$ cat config.mk
export PLATFORM = sky130hd
export DESIGN_NAME = key_tx_queue
export DESIGN_NICKNAME = d
export VERILOG_FILES = /design/src/rtl/key_tx_queue_pkg.sv /design/src/rtl/key_tx_queue_sync_fifo.sv /design/src/rtl/key_tx_queue.sv
export SDC_FILE = /design/constraint.sdc
export NUM_CORES = 1
export LEC_CHECK = 0
export BUFFER_PORTS_ARGS = -buffer_cell sky130_fd_sc_hd__buf_2
export CORE_ASPECT_RATIO = 2
export CORE_MARGIN = 2
export CORE_UTILIZATION = 45
export CTS_CLUSTER_SIZE = 14
export DETAILED_ROUTE_END_ITERATION = 8
export GPL_TIMING_DRIVEN = 0
export PLACE_DENSITY = 0.73
export SYNTH_ARGS = -nofsm -noshare
export SYNTH_HDL_FRONTEND = slang
export SYNTH_HIERARCHICAL = 1
export SYNTH_SLANG_ARGS = --single-unit
$ cat constraint.sdc
create_clock -name clk_i -period 6.3 [get_ports clk_i]
set_input_delay 0.315 -clock clk_i [delete_from_list [all_inputs] [get_ports clk_i]]
set_output_delay 0.315 -clock clk_i [all_outputs]
set_load 0.03 [all_outputs]
$ cat src/rtl/key_tx_queue_pkg.sv
// Shared constants and Tx FSM state encoding for the keyboard/switch UART byte source.
package key_tx_queue_pkg;

    localparam logic [7:0] KB_BREAK = 8'hF0;
    localparam logic [7:0] KB_EXT   = 8'hE0;

    typedef enum logic [1:0] {
        ST_IDLE      = 2'd0,
        ST_WAIT_ACK  = 2'd1,
        ST_WAIT_DONE = 2'd2
    } tx_state_e;

endpackage

$ cat src/rtl/key_tx_queue_sync_fifo.sv
// Single-clock byte FIFO with occupancy count; head is readable combinationally so the
// transmitter can launch a byte in the cycle right after it was pushed.
module key_tx_queue_sync_fifo #(
    parameter int DEPTH = 16,
    parameter int WIDTH = 8
) (
    input  logic                     clk_i,
    input  logic                     reset_i,
    input  logic                     push_i,
    input  logic [WIDTH-1:0]         wdata_i,
    input  logic                     pop_i,
    output logic [WIDTH-1:0]         rdata_o,
    output logic                     full_o,
    output logic                     empty_o,
    output logic [$clog2(DEPTH):0]   count_o
);

    localparam int AW = $clog2(DEPTH);

    logic [WIDTH-1:0] mem_q [DEPTH];
    logic [AW-1:0]    wr_ptr_q;
    logic [AW-1:0]    rd_ptr_q;
    logic [AW:0]      count_q;
    logic             do_push;
    logic             do_pop;

    assign empty_o = (count_q == '0);
    assign full_o  = (count_q == (AW+1)'(DEPTH));
    assign do_pop  = pop_i && !empty_o;
    // A pop in the same cycle frees the slot, so a push on full is still taken.
    assign do_push = push_i && (!full_o || do_pop);
    assign rdata_o = mem_q[rd_ptr_q];
    assign count_o = count_q;

    always_ff @(posedge clk_i) begin
        if (do_push) begin
            mem_q[wr_ptr_q] <= wdata_i;
        end
    end

    always_ff @(posedge clk_i or posedge reset_i) begin
        if (reset_i) begin
            wr_ptr_q <= '0;
            rd_ptr_q <= '0;
            count_q  <= '0;
        end else begin
            if (do_push) begin
                wr_ptr_q <= wr_ptr_q + 1'b1;
            end
            if (do_pop) begin
                rd_ptr_q <= rd_ptr_q + 1'b1;
            end
            unique case ({do_push, do_pop})
                2'b10:   count_q <= count_q + 1'b1;
                2'b01:   count_q <= count_q - 1'b1;
                default: count_q <= count_q;
            endcase
        end
    end

endmodule

$ cat src/rtl/key_tx_queue.sv
// Merges decoded key presses and debounced switch bytes into a FIFO and feeds the UART
// transmitter one byte per frame over a tx_start / tx_busy handshake.
module key_tx_queue
    import key_tx_queue_pkg::*;
#(
    parameter int DEPTH       = 16,
    parameter int DEBOUNCE    = 1_000_000,
    parameter int REPEAT_EN   = 0,
    parameter int ACK_TIMEOUT = 1024
) (
    input  logic                   clk_i,
    input  logic                   reset_i,
    input  logic                   kb_flag_i,
    input  logic [15:0]            kb_keycode_i,
    input  logic [7:0]             kb_char_i,
    input  logic [7:0]             sw_data_i,
    input  logic                   send_btn_i,
    input  logic                   tx_busy_i,
    output logic [7:0]             tx_data_o,
    output logic                   tx_start_o,
    output logic [$clog2(DEPTH):0] fifo_count_o,
    output logic                   overflow_o,
    output logic [7:0]             last_byte_o
);

    localparam int DBW = $clog2(DEBOUNCE + 1);
    localparam int TW  = $clog2(ACK_TIMEOUT + 1);
    localparam logic [DBW-1:0] DB_LAST = DBW'(DEBOUNCE - 1);
    localparam logic [TW-1:0]  TO_LAST = TW'(ACK_TIMEOUT - 1);

    logic [1:0]     kb_sync_q;
    logic           kb_prev_q;
    logic [7:0]     last_make_q;
    logic [7:0]     last_make_d;
    logic [1:0]     btn_sync_q;
    logic           btn_last_q;
    logic           btn_stable_q;
    logic [DBW-1:0] db_cnt_q;
    logic           btn_pend_q;
    logic           btn_pend_d;
    tx_state_e      state_q;
    tx_state_e      state_d;
    logic [TW-1:0]  ack_cnt_q;
    logic [7:0]     tx_data_q;
    logic [7:0]     last_byte_q;
    logic           tx_start_q;
    logic           tx_start_d;
    logic           overflow_q;

    logic           key_event;
    logic           key_push;
    logic           btn_rise;
    logic           push;
    logic [7:0]     push_data;
    logic           pop;
    logic           fifo_full;
    logic           fifo_empty;
    logic [7:0]     fifo_head;

    assign key_event = kb_sync_q[1] && !kb_prev_q;
    // The stable level is about to flip to 1 this cycle.
    assign btn_rise  = (btn_sync_q[1] == btn_last_q) && (db_cnt_q == DB_LAST)
                       && btn_last_q && !btn_stable_q;

    always_comb begin
        key_push    = 1'b0;
        last_make_d = last_make_q;
        if (key_event) begin
            if (kb_keycode_i[15:8] == KB_BREAK) begin
                last_make_d = '0;
            end else if (kb_keycode_i[7:0] != KB_BREAK && kb_keycode_i[7:0] != KB_EXT
                         && kb_char_i != 8'h00) begin
                key_push    = (REPEAT_EN != 0) || (kb_keycode_i[7:0] != last_make_q);
                last_make_d = kb_keycode_i[7:0];
            end
        end
    end

    // Key bytes win a same-cycle collision; the button byte follows one cycle later.
    always_comb begin
        push       = 1'b0;
        push_data  = 8'h00;
        btn_pend_d = btn_pend_q;
        if (key_push) begin
            push      = 1'b1;
            push_data = kb_char_i;
            if (btn_rise) begin
                btn_pend_d = 1'b1;
            end
        end else if (btn_pend_q || btn_rise) begin
            push       = 1'b1;
            push_data  = sw_data_i;
            btn_pend_d = 1'b0;
        end
    end

    always_ff @(posedge clk_i or posedge reset_i) begin
        if (reset_i) begin
            kb_sync_q    <= '0;
            kb_prev_q    <= 1'b0;
            last_make_q  <= '0;
            btn_sync_q   <= '0;
            btn_last_q   <= 1'b0;
            btn_stable_q <= 1'b0;
            db_cnt_q     <= '0;
            btn_pend_q   <= 1'b0;
        end else begin
            kb_sync_q   <= {kb_sync_q[0], kb_flag_i};
            kb_prev_q   <= kb_sync_q[1];
            last_make_q <= last_make_d;
            btn_sync_q  <= {btn_sync_q[0], send_btn_i};
            btn_pend_q  <= btn_pend_d;
            if (btn_sync_q[1] != btn_last_q) begin
                btn_last_q <= btn_sync_q[1];
                db_cnt_q   <= '0;
            end else if (db_cnt_q != DB_LAST) begin
                db_cnt_q <= db_cnt_q + 1'b1;
            end else begin
                btn_stable_q <= btn_last_q;
            end
        end
    end

    key_tx_queue_sync_fifo #(
        .DEPTH (DEPTH),
        .WIDTH (8)
    ) u_fifo (
        .clk_i   (clk_i),
        .reset_i (reset_i),
        .push_i  (push),
        .wdata_i (push_data),
        .pop_i   (pop),
        .rdata_o (fifo_head),
        .full_o  (fifo_full),
        .empty_o (fifo_empty),
        .count_o (fifo_count_o)
    );

    always_comb begin
        state_d    = state_q;
        pop        = 1'b0;
        tx_start_d = 1'b0;
        unique case (state_q)
            ST_IDLE: begin
                if (!fifo_empty && !tx_busy_i) begin
                    pop        = 1'b1;
                    tx_start_d = 1'b1;
                    state_d    = ST_WAIT_ACK;
                end
            end
            ST_WAIT_ACK: begin
                // A missing acknowledge still counts the byte as sent.
                if (tx_busy_i) begin
                    state_d = ST_WAIT_DONE;
                end else if (ack_cnt_q == TO_LAST) begin
                    state_d = ST_IDLE;
                end
            end
            ST_WAIT_DONE: begin
                if (!tx_busy_i) begin
                    state_d = ST_IDLE;
                end
            end
            default: state_d = ST_IDLE;
        endcase
    end

    always_ff @(posedge clk_i or posedge reset_i) begin
        if (reset_i) begin
            state_q     <= ST_IDLE;
            ack_cnt_q   <= '0;
            tx_data_q   <= '0;
            last_byte_q <= '0;
            tx_start_q  <= 1'b0;
            overflow_q  <= 1'b0;
        end else begin
            state_q    <= state_d;
            tx_start_q <= tx_start_d;
            ack_cnt_q  <= (state_q == ST_WAIT_ACK) ? ack_cnt_q + 1'b1 : '0;
            if (pop) begin
                tx_data_q   <= fifo_head;
                last_byte_q <= fifo_head;
            end
            if (push && fifo_full && !pop) begin
                overflow_q <= 1'b1;
            end
        end
    end

    assign tx_data_o   = tx_data_q;
    assign tx_start_o  = tx_start_q;
    assign overflow_o  = overflow_q;
    assign last_byte_o = last_byte_q;

endmodule

### Word level (Yosys, flattened, before mapping)

Memory sizes are Yosys's and may differ from the RTL's. A register that Yosys moved wholly into a read port is not among the register bits.
Cells that the tools add are included.
Widths: inputs -> output; s select.

| operators by class | value |
|---|---|
| reduce and logical (&&, ||, !) cells | 30 |
| muxes and demuxes | 25 |
| multiply operators | 0 |
| bitwise logic cells | 2 |
| add/subtract/negate cells | 6 |
| magnitude comparators | 0 |
| shift-type cells | 0 |
| eq/ne operators | 18 |
| divide/modulo/power cells | 0 |

Operators with widths:

| kind | number |
|---|---|
| $mux 20 | 2 |
| $mux 8 | 4 |
| $add 20x1->20 const B | 1 |
| $eq 20x20->1 const B | 1 |
| $ne 20x20->1 const B | 1 |
| $ne 8x8->1 const B | 2 |
| $mux 1 | 12 |
| $add 11x1->11 const B | 1 |
| $eq 11x10->1 const B | 1 |
| $logic_and 1x1->1 | 11 |
| $mux 11 | 1 |
| $pmux 5 s2 | 1 |
| $add 4x1->4 const B | 2 |
| $eq 8x8->1 const B | 1 |
| $mux 2 | 4 |
| $ne 8x8->1 | 1 |
| $reduce_bool 2->1 | 4 |
| $reduce_bool 8->1 | 1 |
| $logic_not 1->1 | 6 |
| $pmux 2 s3 | 1 |
| $reduce_and 2->1 | 3 |
| $add 5x1->5 const B | 1 |
| $eq 5x5->1 const B | 1 |
| $logic_not 5->1 | 1 |
| 12 further kinds | 17 |

| word-level totals | value |
|---|---|
| output and inout port bits | 23 |
| bits of input ports | 37 |
| RAM bits | 128 |
| logic and storage cells | 97 |
| ROM bits | 0 |
| memories | 1 |
| flip-flop bits (word level) | 64 |
| latch bits | 0 |

Memory list:

| name | words | bits a word | read ports | clocked after memory_dff | wr ports | RTL line | text |
|---|---|---|---|---|---|---|---|
| u_fifo.mem_q | 16 | 8 | 1 | 1 | 1 | key_tx_queue_sync_fifo.sv:20 | `logic [WIDTH-1:0] mem_q [DEPTH];` |

### Logic depth before layout (Yosys ltp)

Gate-level depths: netlist (run 1).

| depth | value |
|---|---|
| word-level depth | 10 |
| gate-level depth with buffers | 14 |
| depth with buffers taken out | 12 |

### Hierarchy

Netlist (run 1), hierarchy kept.

Modules (own cells, without submodules):

| module | area each (µm²) | times used | cells an instance | seq. area each (µm²) |
|---|---|---|---|---|
| key_tx_queue_sync_fifo | 5754.3 | 1 | 298 | 4169.0 |
| key_tx_queue | 2876.5 | 1 | 274 | 1476.4 |

### Worst setup path before layout (run 1)

No wires, ideal clock.

| timing | value |
|---|---|
| path type | reg-to-reg |
| start | register db_cnt_q[6] |
| end | register u_fifo.count_q[3], in the netlist u_fifo/count_o[3] |
| required time | 6178 ps |
| library setup time | 122 ps |
| stages on the path, launching flop included | 14 |
| data arrival time | 3150 ps |
| period minus slack after synthesis | 3272 ps |
| buffers on the path | 1 |
| setup slack | 3028 ps |
| cells stage by stage | dfrtp_1 > or4_4 > nor4_4 > a31oi_4 > a21boi_1 > inv_1 > clkbuf_1 > or2_2 > inv_1 > ha_1 > a21o_1 > a21oi_1 > xnor2_1 > a32o_1 |

| on the way | value |
|---|---|
| longest elaborated chain between the ends | 10 |
| elaborated cells between the ends (all ways) | 12 |
| classes of those cells | 3 x eq/ne; 3 x mux; 6 x reduce/logical |

RTL lines:

| what | RTL line | text |
|---|---|---|
| start, declared | key_tx_queue.sv:38 | `logic [DBW-1:0] db_cnt_q;` |
| start signal, assigned | key_tx_queue.sv:117 | `db_cnt_q <= db_cnt_q + 1'b1;` |
| $eq 20x20->1 (*) | key_tx_queue.sv:62 | `assign btn_rise = (btn_sync_q[1] == btn_last_q) && (db_cnt_q == DB_LAST)` |
| $logic_and 1x1->1 (*) | key_tx_queue.sv:62 |  |
| $logic_and 1x1->1 (*) (2 in series) | key_tx_queue.sv:63 | `&& btn_last_q && !btn_stable_q;` |
| $logic_or 1x1->1 (*) | key_tx_queue.sv:90 | `end else if (btn_pend_q \|\| btn_rise) begin` |
| $mux 1 (*) | key_tx_queue.sv:90 |  |
| $mux 1 (*) | key_tx_queue.sv:84 | `if (key_push) begin` |
| net push | key_tx_queue.sv:53 | `logic push;` |
| $logic_and 1x1->1 (*) | key_tx_queue_sync_fifo.sv:31 | `assign do_push = push_i && (!full_o \|\| do_pop);` |
| $eq 2x1->1 or $eq 2x2->1 (tied branches) | key_tx_queue_sync_fifo.sv:53 | `unique case ({do_push, do_pop})` |
| $pmux 5 s2 or $reduce_bool 2->1 (tied branches) | -- |  |
| end signal, assigned | key_tx_queue_sync_fifo.sv:54 | `2'b10: count_q <= count_q + 1'b1;` |
| end signal, assigned | key_tx_queue_sync_fifo.sv:55 | `2'b01: count_q <= count_q - 1'b1;` |
| end signal, assigned | key_tx_queue_sync_fifo.sv:56 | `default: count_q <= count_q;` |
| end, declared | key_tx_queue_sync_fifo.sv:23 | `logic [AW:0] count_q;` |

Mark *: on every way through the listed nets, which the timed path passes. The rest lies on a longest branch.
A chain may end at the register's enable or synchronous reset.

### Final worst setup path (run 1)

Ends and elaborated chain as after synthesis.

==> results of run 1 <==
[per-layer routing]
layer  part of all wire, %  track usage, %
met1                    33           18.03
met2                    59           36.82
met3                   2.5           2.786
met4                   5.5           12.54
met5                     0               0
[cell families after synthesis]
family | after synthesis | share of synthesized area, %
simple gates | 168 | 10.99
buf+inv | 40 | 2.218
mux | 44 | 9.887
flops | 200 | 65.41
xor+xnor | 39 | 3.958
compound gates | 70 | 5.857
fa+ha+maj | 11 | 1.682
[worst paths after layout]
check / cells after the start / endpoint
min: 2 / last_make_q[4]
min in group asynchronous: 3 / ack_cnt_q[8]
max: 13 / u_fifo/count_o[3]
min reg2reg: 0 / kb_sync_q[1]
max reg2reg: 13 / u_fifo/count_o[3]
max in group asynchronous: 4 / kb_sync_q[1]
[state kept, by name, indices dropped and copies added, names as in the netlist]
signal,count
db_cnt_q,20
overflow_o,1
last_byte_o,8
tx_start_o,1
kb_prev_q,1
btn_last_q,1
u_fifo/wr_ptr_q,4
kb_sync_q,2
u_fifo/mem_q,128
ack_cnt_q,11
u_fifo/rd_ptr_q,4
state_q,2
btn_pend_q,1
btn_sync_q,2
u_fifo/count_o,5
btn_stable_q,1
last_make_q,8
[power breakdown]
part | total, mW | switching, mW | internal (mW)
registers | 1.65 | 0.116 | 1.54
clock network | 0.999 | 0.484 | 0.515
logic | 1.27 | 0.733 | 0.535
total | 3.92 | 1.33 | 2.59
[final cells by class]
class | instances | area, um2 | share of cell area [%]
Buffer | 28 | 146.4 | 1.488
Clock buffer | 18 | 429.2 | 4.363
Tap cell | 255 | 319.1 | 3.244
Inverter | 12 | 45.04 | 0.4580
Clock inverter | 14 | 111.4 | 1.132
Timing Repair Buffer | 63 | 345.3 | 3.511
Sequential cell | 200 | 5645 | 57.40
Multi-Input combinational cell | 332 | 2794 | 28.41
[worst max-delay path: cells and delay by family (launching register included)]
kind	cells	cell delay [ps]
buf+inv	3	610
simple gates	3	1240
fa+ha+maj	1	280
xor+xnor	1	90
flops	1	450
compound gates	5	1020
[cells in the final DEF (no fill, tap or decap), types with 9 or more instances in the layout]
| cell type | netlist | final |
|---|---|---|
| nor2_1 | 31 | 31 |
| xnor2_1 | 19 | 19 |
| clkbuf_16 | 0 | 17 |
| and3_1 | 10 | 10 |
| o21ai_1 | 9 | 9 |
| a22oi_1 | 16 | 16 |
| xor2_1 | 20 | 20 |
| buf_2 | 2 | 61 |
| edfxtp_1 | 128 | 128 |
| ha_1 | 10 | 10 |
| nand3_1 | 27 | 27 |
| and2_1 | 16 | 16 |
| clkbuf_1 | 10 | 11 |
| buf_4 | 10 | 10 |
| mux4_2 | 32 | 32 |
| dfrtp_1 | 72 | 72 |
| inv_1 | 12 | 11 |
| nand2_1 | 24 | 24 |
| nand2b_1 | 17 | 17 |
| mux2_2 | 10 | 10 |
[timing repair]
action	4_1_cts	5_1_grt
setup buffers	0	0
hold endpoints to repair	31	0
hold buffers	3	0
==> results_dict.tcl, run 1 <==
set metrics [dict create \
    drt_iter0_markers 202 \
    dp.cells 887 \
    synth_ff_type "edfxtp_1" \
    fin_ws_ps 2484 \
    worst-r2r-setup-slack_ps 2480 \
    gp_congestion 0.8299 \
    fillers 1611 \
    numPortBuffers 59 \
    holdWs_ps 145.4 \
    post_dp_cell_area_um2 9265 \
    synth_area_leaders "edfxtp_1 45%, dfrtp_1 21%, mux4_2 8.4%" \
    die_h_um 199.9 \
    worst_pin_slew_ps 1333 \
    finalSetupTns_ps 0 \
    worst_path_max_delay_cell "or4_4" \
    crit_start "db_cnt_q[6]" \
    reg2reg_from "db_cnt_q[6]" \
    clk_pin_slew_ps 70 \
    netlist_instances 572 \
    instances_no_fill 922 \
    fin_skew_ps 8.780 \
    start_util_pct 45.83 \
    ant_nets 0 \
    grt_max_degree 44 \
    setup_violations 0 \
    clockBufferDepth 2 \
    synthArstFlopShare_pct 36.00 \
    min_period_over_period_pct 60.58 \
    max_clock_freq_mhz 262.0 \
    core_area_um2 18830 \
    syn_avg_cell_area_um2 15.09 \
    cts_resized 0 \
    drive_gt1_share_pct 23.69 \
    cts_buffers 17 \
    crit_top_cell "inv_1" \
    worstHoldStart "kb_keycode_i[4]" \
    h-tree-depth 4 \
    post-route-util_pct 52.23 \
    cp.arrival_ps 4130 \
    worstPathRequired_ps 6620 \
    rows 71 \
    min_period_ps 3816 \
    hold_class "in2reg" \
    synth_area_leader_cell "edfxtp_1" \
    syn_to_final_growth_pct 13.96 \
    place_ws_ps 2477 \
    drcViolationCount 0 \
    dr_total_vias 5096 \
    power_density_nw_per_um2 398.5 \
    ys_warn_count 6 \
    vias_per_cell 5.527 \
    cts_root_buf "clkbuf_16" \
    synth.most_common_cell "edfxtp_1" \
    slowest_delay_ps 570 \
    wl_per_cell_um 19.99 \
    synth_seq_cells 200 \
    antenna_found_initial 0 \
    routed_wl_mm 18.43 \
    first_pass_iters 5 \
    synth_top_area_share_pct 44.53 \
    yosysSeqAreaShare_pct 65.41 \
    status "complete, no violations" \
    die-area_um2 20370 \
    crit_chain "or4_4 > nor4_4 > a31oi_4 > a21boi_1 > inv_1 > clkbuf_1 > or2_2 > inv_1 > ha_1 > a21o_1 > a21oi_1 > xnor2_1 > a32o_1" \
    antenna_cells 0 \
    cts_tree "yes" \
    cts.sinks 200 \
    finalHoldViolCount 0 \
    insertion_delay_ps 430 \
    nets 702 \
    ys_top_cells_by_count "128 x edfxtp_1, 72 x dfrtp_1, 32 x mux4_2" \
    maxCapViolations 0 \
    track_usage_pct 19.15 \
    io_pins 60 \
    die_x_um 101.9 \
    start_kind "flip-flop" \
    path_class "reg2reg" \
    synth_edf_count 128 \
    finalMaxSlewViolations 0 \
    grt_pass1_wl_mm 28.81 \
    power_mw 3.919 \
    peakVddDrop_uv 219.6 \
    grt_overflow_total 0 \
    yosysUniqueCellTypes 60 \
    cp-end-kind "flip-flop" \
    critPathMaxFanout 10 \
    leakage_nw 3.707 \
    synth_area_um2 8631 \
    dp_hpwl_mm 13.82 \
    max_slew_margin_pct 10.52 \
    design_area_um2 9836 \
    syn_nets 620 \
    grt_pass1_vias 5586 \
    rsz0062_at_grt "no" \
]
(Power assumes the default switching activity.)
==> inputs of run 2 (changes only) <==
- PLACE_DENSITY: 0.73 -> 0.76
- clock period: 6.3 -> 3.46 ns (I/O delays scaled with it)
==> run 2 against run 1 <==
Sequential power rose by 82%; non-clock buffer count is 3 higher; largest power group unchanged; sequential share of layout area down 0.80 points; first-iteration DRC count rose by 150%; worst hold slack worse by 130 ps; critical path depth grew 1; final cell count is 0.33% higher; highest routed layer unchanged.
==> results_dict.tcl, run 2 (synthesis results as in run 1) <==
set metrics [dict create \
    finalHoldViolCount 0 \
    hold_class "in2reg" \
    grt_pass1_vias 5329 \
    antenna_cells 0 \
    die_x_um 101.9 \
    rsz0062_at_grt "no" \
    wl_per_cell_um 19.64 \
    cp-end-kind "flip-flop" \
    ant_nets 0 \
    crit_top_cell "inv_1" \
    dp.cells 887 \
    power_density_nw_per_um2 732.0 \
    worst-r2r-setup-slack_ps 130 \
    fin_skew_ps 8.814 \
    die_h_um 199.9 \
    mostFrequentLayoutCell "edfxtp_1" \
    worstPathRequired_ps 3810 \
    finalMaxSlewViolations 0 \
    reg2reg_from "db_cnt_q[11]" \
    rows 71 \
    grt_max_degree 42 \
    clockBufferDepth 2 \
    dr_total_vias 5168 \
    maxCapViolations 0 \
    first_pass_iters 5 \
    insertion_delay_ps 430 \
    cts.sinks 200 \
    syn_to_final_growth_pct 15.57 \
    crit_chain "or4bb_4 > nor4_4 > buf_4 > a31oi_4 > a21boi_4 > inv_1 > clkbuf_4 > or2_2 > inv_1 > ha_1 > nand2b_1 > a211o_1 > o31a_1 > o211ai_1" \
    final_cell_mix "128 x edfxtp_1, 72 x dfrtp_1, 62 x buf_2" \
    worst_pin_slew_ps 1283 \
    cp.arrival_ps 3680 \
    drt_iter0_markers 498 \
    gp_congestion 0.8173 \
    clk_pin_slew_ps 70 \
    cts_tree "yes" \
    track_usage_pct 18.90 \
    setup_violations 0 \
    io_pins 60 \
    holdWs_ps 18.36 \
    reg2reg_to "u_fifo/count_o[4]" \
    dp_hpwl_mm 13.08 \
    drcViolationCount 0 \
    crit_buf_inv 4 \
    cts_root_buf "clkbuf_16" \
    die-area_um2 20370 \
    drive_gt1_share_pct 26.12 \
    h-tree-depth 4 \
    min_period_over_period_pct 96.15 \
    r2r_cells 14 \
    largestRegisters "u_fifo/mem_q x128, db_cnt_q x20, ack_cnt_q x11" \
    status "complete, no violations" \
    grt_pass1_wl_mm 28.78 \
    path_class "reg2reg" \
    cpLargestDelayFamily "simple AND/OR/NAND/NOR gates" \
    core_area_um2 18830 \
    largest-register "u_fifo/mem_q" \
    nets 705 \
    max_clock_freq_mhz 300.6 \
    largest_reg_flops 128 \
    fillers 1550 \
    worst-path-stages 14 \
    multi_input_area_um2 2834 \
    regArea_um2 5645 \
    cts_buffers 17 \
    antenna_found_initial 0 \
    start_util_pct 45.83 \
    instances_no_fill 925 \
    min_period_ps 3327 \
    start_kind "flip-flop" \
    leakage_nw 3.784 \
    worst_path_max_delay_cell "or4bb_4" \
    grt_overflow_total 0 \
    hold_end "last_make_q[5]" \
    worstHoldStart "kb_keycode_i[5]" \
    finalSetupTns_ps 0 \
    max_slew_margin_pct 13.86 \
    routed_wl_mm 18.16 \
    vias_per_cell 5.587 \
    numPortBuffers 59 \
    min_path_cells 2 \
    critPathMaxFanout 10 \
    slowest_delay_ps 580 \
    peakVddDrop_uv 441.6 \
]
-- run 2: cell count changes in the layout (fill, tap and decap cells not counted), moves of 2 or more --
cell and delta:
and2_1 -4, and2_2 +4, buf_4 +3, clkbuf_1 -4, clkinv_2 -2, clkinv_8 +2, clkinvlp_4 -2
-- run 2: layout make-up --
| cell class | instances | share of cell area, % |
|---|---|---|
| Sequential cell | 200 | 56.60 |
| Multi-Input combinational cell | 332 | 28.41 |
| Clock buffer | 18 | 4.516 |
| Timing Repair Buffer | 67 | 3.788 |
| Tap cell | 255 | 3.199 |
| Clock inverter | 14 | 1.555 |
| Buffer | 27 | 1.480 |
| Inverter | 12 | 0.4516 |
-- run 2: through the flow --
stage                     setup WS (ps)  utilization, %  total power, mW  cell area [um2]
after floorplan                   188.2               -            4.677             8631
after global placement           -402.2           49.09            5.224             9245
after detailed placement         -493.8           49.20            5.349             9265
after CTS                         23.95           52.80            7.345             9943
after global routing              2.619           52.96            7.644             9975
final                             133.3           52.96            7.302             9975
-- run 2: layer usage --
metal / share of wire, % / track usage (%) / routed length, um
met4: 1.9 / 6.370 / 346
met3: 4.0 / 2.855 / 723
met1: 34 / 20.40 / 6238
met5: 0 / 0 / 0
met2: 60 / 36.57 / 10850
-- run 2: what timing repair did --
item	4_1_cts	5_1_grt
pin swaps	2	0
setup buffers	3	0
hold endpoints to repair	34	0
hold buffers	4	0
setup endpoints to repair	132	35
gates resized for setup	4	13
-- run 2: worst max-delay path by stage --
stage	start	endpoint	slack, ps
after floorplan	db_cnt_q[6]	u_fifo/count_o[3]	190
after global placement	db_cnt_q[0]	u_fifo/count_o[4]	-400
after detailed placement	db_cnt_q[0]	u_fifo/count_o[4]	-490
after CTS	kb_keycode_i[4]	u_fifo/count_o[4]	20
after global routing	u_fifo/count_o[3]	u_fifo/count_o[4]	3
final	db_cnt_q[11]	u_fifo/count_o[4]	130
-- run 2: power breakdown --
group	leakage [nW]	switching, mW	internal, mW
registers	2.11	0.208	2.80
logic	1.37	1.32	0.984
clock network	0.300	0.927	1.07
